`config.mk`:
```
export PLATFORM = sky130hd
export DESIGN_NAME = led_sequencer
export DESIGN_NICKNAME = d
export VERILOG_FILES = /design/src/rtl/led_pkg.sv /design/src/rtl/led_sequencer_tick_gen.sv /design/src/rtl/led_sequencer.sv
export SDC_FILE = /design/constraint.sdc
export NUM_CORES = 1
export LEC_CHECK = 0
export CAP_MARGIN = 20
export CORE_MARGIN = 10
export CORE_UTILIZATION = 50
export CTS_BUF_LIST = sky130_fd_sc_hd__clkbuf_8
export DETAILED_ROUTE_END_ITERATION = 6
export PLACE_DENSITY_LB_ADDON = 0.2
export SYNTH_ARGS = -nofsm -noshare
export SYNTH_HDL_FRONTEND = slang
export SYNTH_HIERARCHICAL = 1
export SYNTH_SLANG_ARGS = --single-unit
export TNS_END_PERCENT = 30
```
`constraint.sdc`:
```
create_clock -name CLK -period 3.25 [get_ports CLK]
set_input_delay 0.65 -clock CLK [delete_from_list [all_inputs] [get_ports CLK]]
set_output_delay 0.65 -clock CLK [all_outputs]
set_load 0.05 [all_outputs]
```
`src/rtl/led_pkg.sv`:
```
// led_pkg -- shared definitions for the LED sequencer.
//   mode_e       : pattern selection codes carried on MODE
//   dir_e        : bounce direction
//   presc_width  : prescaler width for a given step divider (min 1 bit)
package led_pkg;

  typedef enum logic [1:0] {
    MODE_ROT_L  = 2'd0,
    MODE_ROT_R  = 2'd1,
    MODE_BOUNCE = 2'd2,
    MODE_COUNT  = 2'd3
  } mode_e;

  typedef enum logic {
    DIR_UP   = 1'b0,
    DIR_DOWN = 1'b1
  } dir_e;

  // A divider of 1 still needs a one-bit counter so the port exists.
  function automatic int presc_width(input int unsigned div);
    return (div > 1) ? $clog2(div) : 1;
  endfunction

endpackage

```
`src/rtl/led_sequencer_tick_gen.sv`:
```
// tick_gen -- prescaler that produces one step tick every TICK_DIV enabled cycles.
//   CLK   : clock, rising edge
//   RST   : asynchronous active-high reset, clears the prescaler
//   EN    : 1 = count, 0 = hold
//   tick  : combinational, high on the enabled edge where the count is TICK_DIV-1
//   count : current prescaler value
module tick_gen
  import led_pkg::*;
#(
  parameter int unsigned TICK_DIV = 6_000_000,
  localparam int CNT_W = presc_width(TICK_DIV)
) (
  input  logic             CLK,
  input  logic             RST,
  input  logic             EN,
  output logic             tick,
  output logic [CNT_W-1:0] count
);

  localparam logic [CNT_W-1:0] LAST = CNT_W'(TICK_DIV - 1);

  logic [CNT_W-1:0] count_q;
  logic [CNT_W-1:0] count_d;

  // With TICK_DIV=1 LAST is 0, so every enabled edge ticks and the
  // counter simply stays at 0.
  always_comb begin
    tick    = EN && (count_q == LAST);
    count_d = count_q;
    if (tick) begin
      count_d = '0;
    end else if (EN) begin
      count_d = count_q + CNT_W'(1);
    end
  end

  always_ff @(posedge CLK or posedge RST) begin
    if (RST) begin
      count_q <= '0;
    end else begin
      count_q <= count_d;
    end
  end

  assign count = count_q;

endmodule

```
`src/rtl/led_sequencer.sv`:
```
// led_sequencer -- LED pattern generator with PWM dimming and heartbeat.
//   CLK       : clock, rising edge
//   RST       : asynchronous active-high reset
//   EN        : 1 = advance prescaler/pattern, 0 = freeze them
//   MODE      : 0 rotate-left, 1 rotate-right, 2 bounce, 3 binary count
//   DIM       : PWM duty, 0 = off, all-ones = fully on
//   LED       : registered pattern gated by the PWM duty
//   STEP      : one-cycle registered pulse after every pattern step
//   HEARTBEAT : prescaler bit HB_BIT, freezes along with EN
module led_sequencer
  import led_pkg::*;
#(
  parameter int          NUM_LEDS = 4,
  parameter int unsigned TICK_DIV = 6_000_000,
  parameter int          PWM_BITS = 4,
  parameter int          HB_BIT   = 5
) (
  input  logic                CLK,
  input  logic                RST,
  input  logic                EN,
  input  logic [1:0]          MODE,
  input  logic [PWM_BITS-1:0] DIM,
  output logic [NUM_LEDS-1:0] LED,
  output logic                STEP,
  output logic                HEARTBEAT
);

  localparam int CNT_W = presc_width(TICK_DIV);
  localparam logic [NUM_LEDS-1:0] ONE     = NUM_LEDS'(1);
  localparam logic [CNT_W-1:0]    HB_MASK = CNT_W'(1) << HB_BIT;

  logic             tick;
  logic [CNT_W-1:0] count;

  tick_gen #(
    .TICK_DIV (TICK_DIV)
  ) u_tick_gen (
    .CLK   (CLK),
    .RST   (RST),
    .EN    (EN),
    .tick  (tick),
    .count (count)
  );

  logic [NUM_LEDS-1:0] pattern_q, pattern_d;
  mode_e               mode_q, mode_d;
  dir_e                dir_q, dir_d;
  logic [PWM_BITS-1:0] pwm_q, pwm_d;
  logic [NUM_LEDS-1:0] led_q, led_d;
  logic                step_q, step_d;
  logic                gate;

  // Pattern state machine. The active mode only changes on a step edge;
  // a mode change spends that step reloading the pattern instead of
  // advancing. Bounce reverses when it is already sitting on an end bit,
  // so the end positions are shown once each.
  always_comb begin
    pattern_d = pattern_q;
    mode_d    = mode_q;
    dir_d     = dir_q;
    if (tick) begin
      if (mode_e'(MODE) != mode_q) begin
        mode_d    = mode_e'(MODE);
        pattern_d = (mode_e'(MODE) == MODE_COUNT) ? '0 : ONE;
        dir_d     = DIR_UP;
      end else if ((mode_q != MODE_COUNT) && !$onehot(pattern_q)) begin
        pattern_d = ONE;
      end else begin
        case (mode_q)
          MODE_ROT_L:  pattern_d = {pattern_q[NUM_LEDS-2:0], pattern_q[NUM_LEDS-1]};
          MODE_ROT_R:  pattern_d = {pattern_q[0], pattern_q[NUM_LEDS-1:1]};
          MODE_BOUNCE: begin
            if (dir_q == DIR_UP) begin
              if (pattern_q[NUM_LEDS-1]) begin
                dir_d     = DIR_DOWN;
                pattern_d = pattern_q >> 1;
              end else begin
                pattern_d = pattern_q << 1;
              end
            end else begin
              if (pattern_q[0]) begin
                dir_d     = DIR_UP;
                pattern_d = pattern_q << 1;
              end else begin
                pattern_d = pattern_q >> 1;
              end
            end
          end
          MODE_COUNT:  pattern_d = pattern_q + ONE;
          default:     pattern_d = ONE;
        endcase
      end
    end
  end

  // Free-running PWM and the registered output stage. All-ones DIM forces
  // the gate on so full brightness has no dark slot.
  always_comb begin
    pwm_d  = pwm_q + PWM_BITS'(1);
    gate   = (pwm_q < DIM) || (&DIM);
    led_d  = pattern_q & {NUM_LEDS{gate}};
    step_d = tick;
  end

  always_ff @(posedge CLK or posedge RST) begin
    if (RST) begin
      pattern_q <= ONE;
      mode_q    <= MODE_ROT_L;
      dir_q     <= DIR_UP;
      pwm_q     <= '0;
      led_q     <= '0;
      step_q    <= 1'b0;
    end else begin
      pattern_q <= pattern_d;
      mode_q    <= mode_d;
      dir_q     <= dir_d;
      pwm_q     <= pwm_d;
      led_q     <= led_d;
      step_q    <= step_d;
    end
  end

  assign LED       = led_q;
  assign STEP      = step_q;
  // Masking keeps the whole prescaler value in use while picking one bit.
  assign HEARTBEAT = |(count & HB_MASK);

endmodule

```
==> summary.md <==
| Metric | Value |
|---|---|
| Netlist cell types | 58 |
| Top FF cell, synth | dfrtp_1 |
| Syn. warnings | 6 |
| Initial cell density of the core | 0.522 |
| Global-route congestion overflow total | 0 |
| Startpoint Class | flip-flop |
| Path type of the worst setup path | flip-flop to flip-flop |
| FFs w/ async S/R, synth | 1.00 |
| Clock root buffer | clkbuf_8 |
| Port buffer count | 14 |
| CTS Buffer Depth | 2 |
| Cts bufs inserted | 5 |
| Area added between synthesis and finish | 10.1% |
| Final period util | 0.804 |
| Seq/Total Area, Yosys | 0.427 |
| Area of the mapped netlist | 2290 sq um |
| Arrival @ worst endpoint | 2.81 ns |
| Fill cells | 390 |
| Synth area leaders | dfrtp_1, xnor2_1, ha_1 |
| Via-per-instance ratio | around 5.8 |
| PwrDens | 397 nW/um^2 |
| Initial antenna violation count | 0 |
| Max-slew violations | 0 |
| Core area | 4380 sq um |
| Vias in the first global route | 1649 |
| Residual DRC | 0 |
| #FFs+latches synth | 39 |
| Post-CTS sizing | 0 |
| IO Count | 15 |
| CP Cell Sequence | inv_1, fa_1, inv_1, ha_1, ha_1, nor3b_2, o211ai_2, o32ai_2 |
| Max stage delay cell, worst path | dfstp_2 |
| H-tree Lvls | 2 |
| N_diodes | 0 |
| Post-synth EDFFs | 0 |
| Drt first-iter violations | 147 |
| Cell taking the most area after synthesis | dfrtp_1 |
| Worst skew pair latency | 0.29 ns |
| Status | complete, no violations |
| Layout cells sized above 1 | 0.117 |
| Commonest cells post-synth | dfrtp_1, nand2_1, inv_1, xnor2_1, nor2_1 |
| Most frequent cell after synthesis | dfrtp_1 |
| Max Clk Rate | 0.382 GHz |
| Cell Rows | 24 |
| RD Place Congestion | 0.878 |
| Total number of vias | ~1700 |
| Req. time, crit path | 3.45 ns |
| Max Cap Viol | 0 |
| Slew HR | 0.425 |
| First-pass GRT wire length | between 7000 and 8000 um |
| Setup repair after global routing missed its margin | no |
| Wire per inst | 15.3 um |
| Synthesized instance count | 223 |
| Final hold vios | 0 |
| Final wirelength | 4440 um |
| Sum Neg Setup Slack | 0 ns |
| Clock Skews | 0.00724 ns |
| CTS sink count | 39 |
| Hold WC Path Type | flip-flop to flip-flop |
| Post-CTS setup buffer count | 0 |
| Min Tclk post-route | 2.61 ns |
| Routed Antenna Nets | 0 |
| Worst-path fanout max | 10 |
| Top cell type's share of synthesized area | 0.416 |
| Post-CTS Hold Fix Bufs | 0 |
| # nets final | 257 |
| Final setup violation count | 0 |
| CTS tree | done |
| Die X | 87.6 um |
| Lkg Pwr | 1.15 nW |
| Chip height | 87.6 um |
| Die ar. | 7680 sq um |
| Pin count of the biggest net entering global routing | 24 |
| Total GRT Usage | 0.123 |
| Max stage delay on crit path | 0.63 ns |
| TritonRoute pass-1 iters | 4 |
| Nature of the critical path endpoint | flip-flop |
| Final HPWL DP | between 3000 and 4000 um |
| CTS clk-pin slew, worst paths | roughly 0.070 ns |
| Worst Hold Margin | approximately 0.47 ns |
| Slew of the pin with the lowest slew margin | around 0.86 ns |
| Synth Area per Inst | 10.3 sq um |
| Worst VDD drop | 0.339 mV |
| Syn_nets | 242 |
where the power goes:
group	switching, mW	leakage, nW	internal (mW)
logic	0.0740	0.606	0.0581
clock network	0.164	0.0519	0.143
registers	0.0426	0.492	0.518
total	0.280	1.15	0.719
final timing paths:
kind / start / endpoint / slack, ns / cells past startpoint
setup reg to reg: pattern_q[0] / pattern_q[3] / 0.64 / 8
hold reg to reg: pwm_q[0] / pwm_q[0] / 0.47 / 1
max in group asynchronous: RST / u_tick_gen/count[10] / 1.85 / 2
min in group asynchronous: RST / STEP / 0.74 / 2
setup / recovery: pattern_q[0] / pattern_q[3] / 0.64 / 8
hold / removal: pwm_q[0] / pwm_q[0] / 0.47 / 1
layout make-up:
type / instances / area, sq um / share of cell area
inverter: 16 / 60.1 / 0.0239
sequential: 39 / 977 / 0.388
timing repair buffer: 16 / 155 / 0.0616
clock inverter: 3 / 11.3 / 0.00447
clock buffer: 5 / 68.8 / 0.0273
tap: 52 / 65.1 / 0.0258
multi-input combinational: 160 / 1180 / 0.469
worst max-delay path: cells and delay by family, from the launching register on:
family                   cells  cell delay, ns
adder cells (fa/ha/maj)      3            0.99
flip-flops                   1            0.63
AO/OA/AOI/OAI                2            0.44
AND/OR/NAND/NOR              1            0.28
buffers and inverters        2            0.19
cell families (layout without fill, tap and decap cells):
family / after synthesis / after routing / share of synthesized area
adder cells (fa/ha/maj): 10 / 10 / 0.0580
multiplexers: 3 / 3 / 0.0142
AO/OA/AOI/OAI: 31 / 31 / 0.109
buffers and inverters: 24 / 40 / 0.0569
AND/OR/NAND/NOR: 93 / 93 / 0.246
XOR/XNOR: 23 / 23 / 0.0881
flip-flops: 39 / 39 / 0.427
sequential cells by signal (all words and copies together) (netlist names):
register	count
u_tick_gen/count	23
LED	4
pattern_q	4
pwm_q	4
mode_q	2
STEP	1
dir_q	1
routing by layer:
layer,vias to the layer above,share of wire,track usage
met3,8,0.037,0.0381
li1,836,-,-
met5,-,0,0
met1,816,0.50,0.168
met4,0,0.018,0.0362
met2,24,0.45,0.182
per-stage QoR:
stage | setup WS (ns) | area (sq um) | util | instances | power, mW
global placement | 0.697 | 2440 | 0.556 | 283 | 0.698
floorplan | 0.754 | 2290 | - | 223 | 0.656
detailed placement | 0.638 | 2440 | 0.556 | 283 | 0.702
finish | 0.635 | 2520 | 0.574 | 291 | 0.999
global route | 0.480 | 2520 | 0.574 | 291 | 1.05
CTS | 0.628 | 2520 | 0.574 | 291 | 1.01
placed cells by master, fill, tap and decap left out, types with 2 or more instances in the layout:
cell,instances
a31oi_1,2
nand4_1,8
nor3_1,8
xor2_1,9
nor2_1,13
a21o_1,2
inv_1,17
clkbuf_8,5
a21oi_1,9
buf_4,2
nand3b_1,2
xnor2_1,14
o21ai_1,2
and4_1,3
nor4_1,7
ha_1,9
mux2_2,2
nand2b_1,3
or4_1,2
o22ai_1,2
nand3_1,10
and3_1,3
nand4_2,2
nand2_1,17
clkdlybuf4s50_1,14
dfrtp_1,38
inv_2,2
o211ai_1,2
No activity file was read; power rests on OpenSTA's default activity.
